File: src/rtl/reg_mailbox_responder.sv
// Register-bus mailbox: software-written TX FIFO drained by a hardware consumer, hardware-filled
// RX FIFO popped by software, and a registered level interrupt on FIFO occupancy.

package reg_mailbox_pkg;
    typedef struct packed {
        logic        valid;
        logic        write;
        logic [31:0] addr;
        logic [31:0] wdata;
        logic [3:0]  wstrb;
    } reg_req_t;

    typedef struct packed {
        logic        ready;
        logic [31:0] rdata;
        logic        error;
    } reg_rsp_t;
endpackage

module reg_mailbox_responder
    import reg_mailbox_pkg::*;
#(
    parameter int DEPTH  = 8,
    parameter int DATA_W = 32
) (
    input  logic              clk_i,
    input  logic              rst_i,
    input  reg_req_t          reg_req_i,
    output reg_rsp_t          reg_rsp_o,
    output logic [DATA_W-1:0] tx_data_o,
    output logic              tx_valid_o,
    input  logic              tx_ready_i,
    input  logic [DATA_W-1:0] rx_data_i,
    input  logic              rx_valid_i,
    output logic              rx_ready_o,
    output logic              intr_o
);

    localparam int AW = $clog2(DEPTH);
    localparam int CW = AW + 1;
    localparam logic [CW-1:0] FULL = CW'(DEPTH);

    typedef enum logic {IDLE, RESP} state_t;

    state_t            state_q;
    reg_rsp_t          rsp_q;
    logic [DATA_W-1:0] txMem_q [DEPTH];
    logic [DATA_W-1:0] rxMem_q [DEPTH];
    logic [AW-1:0]     txWptr_q, txWptr_d, txRptr_q, txRptr_d;
    logic [AW-1:0]     rxWptr_q, rxWptr_d, rxRptr_q, rxRptr_d;
    logic [CW-1:0]     txCount_q, txCount_d, rxCount_q, rxCount_d;
    logic [1:0]        irqEn_q, irqEn_d;
    logic              intr_q, intr_d;

    logic              access, txFull, txEmpty, rxFull, rxEmpty;
    logic [4:0]        offset;
    logic              busTxPush, busRxPop, hwTxPop, hwRxPush, flushTx, flushRx;
    logic [31:0]       accRdata, status;
    logic              accError;
    logic              unusedBits;

    assign txFull  = (txCount_q == FULL);
    assign txEmpty = (txCount_q == '0);
    assign rxFull  = (rxCount_q == FULL);
    assign rxEmpty = (rxCount_q == '0);
    assign access  = (state_q == IDLE) && reg_req_i.valid;
    assign offset  = reg_req_i.addr[4:0];
    assign status  = {8'h00, 8'(rxCount_q), 8'(txCount_q), 4'h0, rxEmpty, rxFull, txEmpty, txFull};
    assign unusedBits = ^{reg_req_i.wstrb, reg_req_i.addr[31:5]};

    always_comb begin
        busTxPush = 1'b0;
        busRxPop  = 1'b0;
        flushTx   = 1'b0;
        flushRx   = 1'b0;
        accRdata  = '0;
        accError  = 1'b0;
        irqEn_d   = irqEn_q;
        if (access) begin
            if (offset[1:0] != 2'b00) begin
                accError = 1'b1;
            end else begin
                case (offset)
                    5'h00: begin
                        if (!reg_req_i.write || txFull) accError = 1'b1;
                        else                            busTxPush = 1'b1;
                    end
                    5'h04: begin
                        if (reg_req_i.write || rxEmpty) begin
                            accError = 1'b1;
                        end else begin
                            busRxPop = 1'b1;
                            accRdata = rxMem_q[rxRptr_q];
                        end
                    end
                    5'h08: begin
                        if (!reg_req_i.write) accRdata = status;
                    end
                    5'h0C: begin
                        if (reg_req_i.write) irqEn_d  = reg_req_i.wdata[1:0];
                        else                 accRdata = {30'b0, irqEn_q};
                    end
                    5'h10: begin
                        if (reg_req_i.write) begin
                            flushTx = reg_req_i.wdata[0];
                            flushRx = reg_req_i.wdata[1];
                        end
                    end
                    default: accError = 1'b1;
                endcase
            end
        end
    end

    // RX must refuse a producer word in the very cycle software flushes RX, otherwise it would be lost.
    assign tx_valid_o = !txEmpty;
    assign tx_data_o  = txMem_q[txRptr_q];
    assign rx_ready_o = !rst_i && !rxFull && !flushRx;
    assign hwTxPop    = !txEmpty && tx_ready_i;
    assign hwRxPush   = rx_valid_i && rx_ready_o;

    always_comb begin
        txWptr_d  = txWptr_q;
        txRptr_d  = txRptr_q;
        txCount_d = txCount_q;
        rxWptr_d  = rxWptr_q;
        rxRptr_d  = rxRptr_q;
        rxCount_d = rxCount_q;
        if (flushTx) begin
            txRptr_d  = txWptr_q;
            txCount_d = '0;
        end else begin
            if (busTxPush) txWptr_d = txWptr_q + AW'(1);
            if (hwTxPop)   txRptr_d = txRptr_q + AW'(1);
            if (busTxPush && !hwTxPop)      txCount_d = txCount_q + CW'(1);
            else if (!busTxPush && hwTxPop) txCount_d = txCount_q - CW'(1);
        end
        if (flushRx) begin
            rxRptr_d  = rxWptr_q;
            rxCount_d = '0;
        end else begin
            if (hwRxPush) rxWptr_d = rxWptr_q + AW'(1);
            if (busRxPop) rxRptr_d = rxRptr_q + AW'(1);
            if (hwRxPush && !busRxPop)      rxCount_d = rxCount_q + CW'(1);
            else if (!hwRxPush && busRxPop) rxCount_d = rxCount_q - CW'(1);
        end
        intr_d = (irqEn_d[0] && (rxCount_d != '0)) || (irqEn_d[1] && (txCount_d == '0));
    end

    always_ff @(posedge clk_i) begin
        if (busTxPush) txMem_q[txWptr_q] <= reg_req_i.wdata;
        if (hwRxPush)  rxMem_q[rxWptr_q] <= rx_data_i;
    end

    always_ff @(posedge clk_i or posedge rst_i) begin
        if (rst_i) begin
            state_q   <= IDLE;
            rsp_q     <= '0;
            txWptr_q  <= '0;
            txRptr_q  <= '0;
            txCount_q <= '0;
            rxWptr_q  <= '0;
            rxRptr_q  <= '0;
            rxCount_q <= '0;
            irqEn_q   <= '0;
            intr_q    <= 1'b0;
        end else begin
            txWptr_q  <= txWptr_d;
            txRptr_q  <= txRptr_d;
            txCount_q <= txCount_d;
            rxWptr_q  <= rxWptr_d;
            rxRptr_q  <= rxRptr_d;
            rxCount_q <= rxCount_d;
            irqEn_q   <= irqEn_d;
            intr_q    <= intr_d;
            case (state_q)
                IDLE: begin
                    if (reg_req_i.valid) begin
                        state_q     <= RESP;
                        rsp_q.ready <= 1'b1;
                        rsp_q.rdata <= accRdata;
                        rsp_q.error <= accError;
                    end
                end
                RESP: begin
                    state_q <= IDLE;
                    rsp_q   <= '0;
                end
                default: begin
                    state_q <= IDLE;
                    rsp_q   <= '0;
                end
            endcase
        end
    end

    assign reg_rsp_o = rsp_q;
    assign intr_o    = intr_q;

endmodule

File: config.mk
export PLATFORM = sky130hd
export DESIGN_NAME = reg_mailbox_responder
export DESIGN_NICKNAME = d
export VERILOG_FILES = /design/src/rtl/reg_mailbox_responder.sv
export SDC_FILE = /design/constraint.sdc
export NUM_CORES = 1
export LEC_CHECK = 0
export BUFFER_PORTS_ARGS = -buffer_cell sky130_fd_sc_hd__buf_2
export CAP_MARGIN = 40
export CELL_PAD_IN_SITES_DETAIL_PLACEMENT = 1
export CELL_PAD_IN_SITES_GLOBAL_PLACEMENT = 2
export CORE_AREA = 2 2 224 226
export CTS_CLUSTER_DIAMETER = 80
export DETAILED_ROUTE_END_ITERATION = 8
export DIE_AREA = 0 0 226 228
export GPL_ROUTABILITY_DRIVEN = 1
export GPL_TIMING_DRIVEN = 0
export PLACE_DENSITY_LB_ADDON = 0.1
export SYNTH_ARGS = -nofsm -noshare
export SYNTH_HDL_FRONTEND = slang
export SYNTH_SLANG_ARGS = --single-unit
File: constraint.sdc
create_clock -name clk_i -period 7.1 [get_ports clk_i]
set_clock_uncertainty 0.15 [all_clocks]
set_input_delay 1.42 -clock clk_i [delete_from_list [all_inputs] [get_ports clk_i]]
set_output_delay 1.42 -clock clk_i [all_outputs]
set_load 0.01 [all_outputs]
==> out/results.tsv <==
stage	metric	value	unit
run_status	outcome	finished clean	
floorplan	io_pins	175	
clock_tree	h-tree-depth	2	
worst_setup_path	worstSetupPathType	in2out	
worst_setup_path	crit_path_start	reg_req_i[69]	
sta	setup_ws	2.33	ns
worst_setup_path	r2r-start	rxCount_q[0]	
power	leakage	9.05	nW
sta	max_slew_margin	39.6	%
logic_synthesis	synth_area	22300	µm²
logic_synthesis	yosysSeqAreaShare	75.6	%
worst_setup_path	reg2reg_setup_slack	3.42	ns
run	max-cap-violations	0	
floorplan	die_h	228	µm
routing	avgRoutedWirePerCell	24.8	µm
sta	fmax	0.209	GHz
power	power.internal	6.64	mW
worst_setup_path	cp.required	5.53	ns
routing	totalWireLength	51.1	mm
global_route	overflow	0	
routing	vias_per_cell	5.39	
sta	rsz0062_at_grt	false	
power	pwr-share-seq	43.1	%
logic_synthesis	yosysWarnings	0	
global_route	grt_pass1_vias	12200	
worst_setup_path	cpMostUsedCell	buf_2	
floorplan	core	49300	µm²
routing	ant_nets	0	
worst_setup_path	regToRegEndpoint	rxMem_q[0][12]	
logic_synthesis	ys_types	55	
sta	min_period	4.77	ns
power	irDropWorstVdd	0.000246	V
logic_synthesis	synth.top_cell.area_share	69.0	%
logic_synthesis	ys_seq_elements	570	
floorplan	die_w	226	µm
clock_tree	cts_root_buf	clkbuf_16	
global_route	grt_antenna_before_repair	5	
global_route	grt_pass1_wl	78.0	mm
worst_setup_path	arrival	3.20	ns
logic_synthesis	synthArstFlopShare	10.2	%
worst_setup_path	worst_r2r_path_depth	10	
logic_synthesis	synth_area_leaders	edfxtp_1 (69%), mux4_2 (13%), dfrtp_1 (6.5%)	
sta	setup_violations	0	
floorplan	die_area	51500	µm²
power	switchingPower	2.44	mW
worst_setup_path	cp_max_fo	10	
logic_synthesis	yosysTopAreaCell	edfxtp_1	
clock_tree	clock_path_buffers	3	
placement	place_area	24600	µm²
clock_tree	cts_tree	yes	
logic_synthesis	synth-edff-count	512	
sta	timing.final.crit_share	67.3	%
clock_tree	cts_sinks	570	
global_route	grt_usage	20.6	%
logic_synthesis	avgSynthCellArea	20.7	µm²
clock_tree	cts_made_buffers	59	
power	swShare	26.9	%
hold_path	hp-class	reg2reg	
placement	pre_cts_slack	2.36	ns
clock_tree	cts_setup_buffers	0	
routing	first_pass_iters	7	
logic_synthesis	yosys_most_used_dff	edfxtp_1	
sta	maxSlewViolCount	0	
power	power	9.08	mW
placement	dp_hpwl	33.7	mm
logic_synthesis	syn_inst	1075	
routing	drc	0	
clock_tree	cts_resized	0	
power	p_comb_share	23.0	%
finish	fill_cells	4437	
finish	antennaDiodeCount	0	
routing	vias	11100	
worst_setup_path	critPathCapture	rx_ready_o	
sta	hold_viol_final	0	
clock_tree	insertion_delay	0.62	ns
finish	layout.nets	1452	
finish	fin_util	53.7	%
hold_path	worstHoldStart	reg_rsp_o[27]	
logic_synthesis	syn-num-nets	1189	
clock_tree	clk_pin_slew	0.06	ns
floorplan	rows	82	
worst_setup_path	cp-start-kind	input port	
global_route	grt_max_degree	38	
worst_setup_path	crit_path_end_kind	output pin	
placement	routabilityCongestion	0.708	
worst_setup_path	crit_slowest_cell	nor3_1	
power	clock_power_share	33.9	%
finish	final_layout_size_suffix_gt1_share	36.7	%
finish	syn2layout_area_growth	19.1	%
floorplan	initial_core_util	45.1	%
placement	io_buffers	143	
power	power_density	342	nW/µm²
sta	worst_pin_slew	0.901	ns
worst_setup_path	cpPeakStageDelay	0.45	ns
worst_setup_path	path_cells	buf_2 > nor2b_1 > clkbuf_2 > and4_1 > and2_1 > buf_2 > nor3_1 > buf_2	
finish	post-route-cell-area	26500	µm²
clock_tree	cts_hold_buf	0	
routing	drt_iter0_drc	577	
==> per-stage QoR <==
stage | std cells | TNS (ns) | hold slack (ns)
final | 2060 | 0 | 0.326
after global routing | 2060 | 0 | 0.364
after CTS | 2060 | 0 | 0.334
after detailed placement | 1949 | 0 | 0.320
after global placement | 1890 | -426.68 | 0.313
after floorplan | 1075 | 0 | 0.296
==> worst max-delay path: cells and delay by family <==
family | cells | cell delay, ns
AND/OR/NAND/NOR | 4 | 1.06
buffers and inverters | 4 | 0.72
==> cell usage after synthesis, drive strengths merged, types with 2 or more instances <==
library cell  number
xor2               4
dfrtp             58
o22ai              3
edfxtp           512
nor4               2
nand4b             4
xnor2             11
nand4              4
a21oi             15
and4               2
buf               28
nor3b              5
nand3              4
clkbuf            26
maj3               3
nand3b             4
nand2b             7
nor2              28
mux4             128
a22o              13
mux2i             37
a22oi              2
nand2             52
inv                7
mux2              34
nor2b              4
nor3              14
o21ai             38
or3b               2
ha                 8
and2               3
==> sequential cells by signal, summed over array words and instances, names as in the netlist <==
name / cells
rxMem_q: 256
txMem_q: 256
txRptr_q: 3
state_q: 1
txCount_q: 4
rxRptr_q: 3
reg_rsp_o: 34
intr_o: 1
rxCount_q: 4
rxWptr_q: 3
irqEn_q: 2
txWptr_q: 3
==> power groups by stage <==
stage | sequential, mW | clock [mW] | combinational (mW)
final | 3.91 | 3.08 | 2.09
after floorplan | 3.96 | 0 | 1.43
after global placement | 3.99 | 0 | 2.06
after CTS | 3.91 | 3.16 | 2.16
after global routing | 3.93 | 3.28 | 2.28
after detailed placement | 3.98 | 0 | 2.15
==> logic make-up (layout without fill, tap and decap cells) <==
family                     after synthesis  after routing  share of synthesized area (%)
xor gates and xnor gates                15             15                          0.590
muxes                                  199            199                           16.3
DFF                                    570            570                           75.6
and+or+nand+nor                        138            138                           3.37
AOI/OAI and AO/OA                       81             81                           2.27
adders and majority gates               11             11                          0.584
buffers and inverters                   61            374                           1.29
==> area by class of cell <==
class,count,area (µm²),share of cell area [%]
plain buffers,54,262,0.986
clock buffers,83,1690,6.37
flip-flops and latches,570,16800,63.5
inverters,7,28.8,0.109
repair buffers,202,1360,5.14
well taps,672,841,3.17
clock inverters,28,259,0.977
multi-input cells,444,5250,19.8
==> cell usage in the layout (no fill, tap or decap), types with 11 or more instances in the layout <==
cell | netlist | layout
dfrtp_1 | 58 | 58
buf_2 | 19 | 164
nor2_1 | 27 | 21
a21oi_1 | 15 | 15
a22o_1 | 13 | 13
xnor2_1 | 11 | 11
buf_6 | 2 | 21
mux2_2 | 34 | 34
edfxtp_1 | 512 | 512
clkbuf_1 | 25 | 38
mux2i_1 | 37 | 37
mux4_2 | 128 | 128
clkbuf_16 | 0 | 60
o21ai_0 | 38 | 38
buf_4 | 5 | 34
nand2_1 | 51 | 51
==> how the worst min path moves through the flow <==
stage / endpoint / slack (ns) / cells after the start
floorplan: reg_rsp_o[33] / 0.30 / 1
global placement: reg_rsp_o[29] / 0.31 / 2
detailed placement: reg_rsp_o[5] / 0.32 / 2
CTS: reg_rsp_o[5] / 0.33 / 2
global route: reg_rsp_o[32] / 0.36 / 2
finish: reg_rsp_o[27] / 0.33 / 2
==> layer usage <==
| layer | wire [µm] | GRT usage [%] | share of wire (%) | up-vias |
|---|---|---|---|---|
| met1 | 21800 | 27.4 | 43 | 5854 |
| met2 | 25900 | 34.6 | 51 | 223 |
| met3 | 2290 | 4.06 | 4.5 | 78 |
| met4 | 1020 | 5.61 | 2.0 | 10 |
| met5 | 56 | 0 | 0.11 | - |
| li1 | - | - | - | 4929 |
Note: power is estimated with default switching activity, not from simulation.
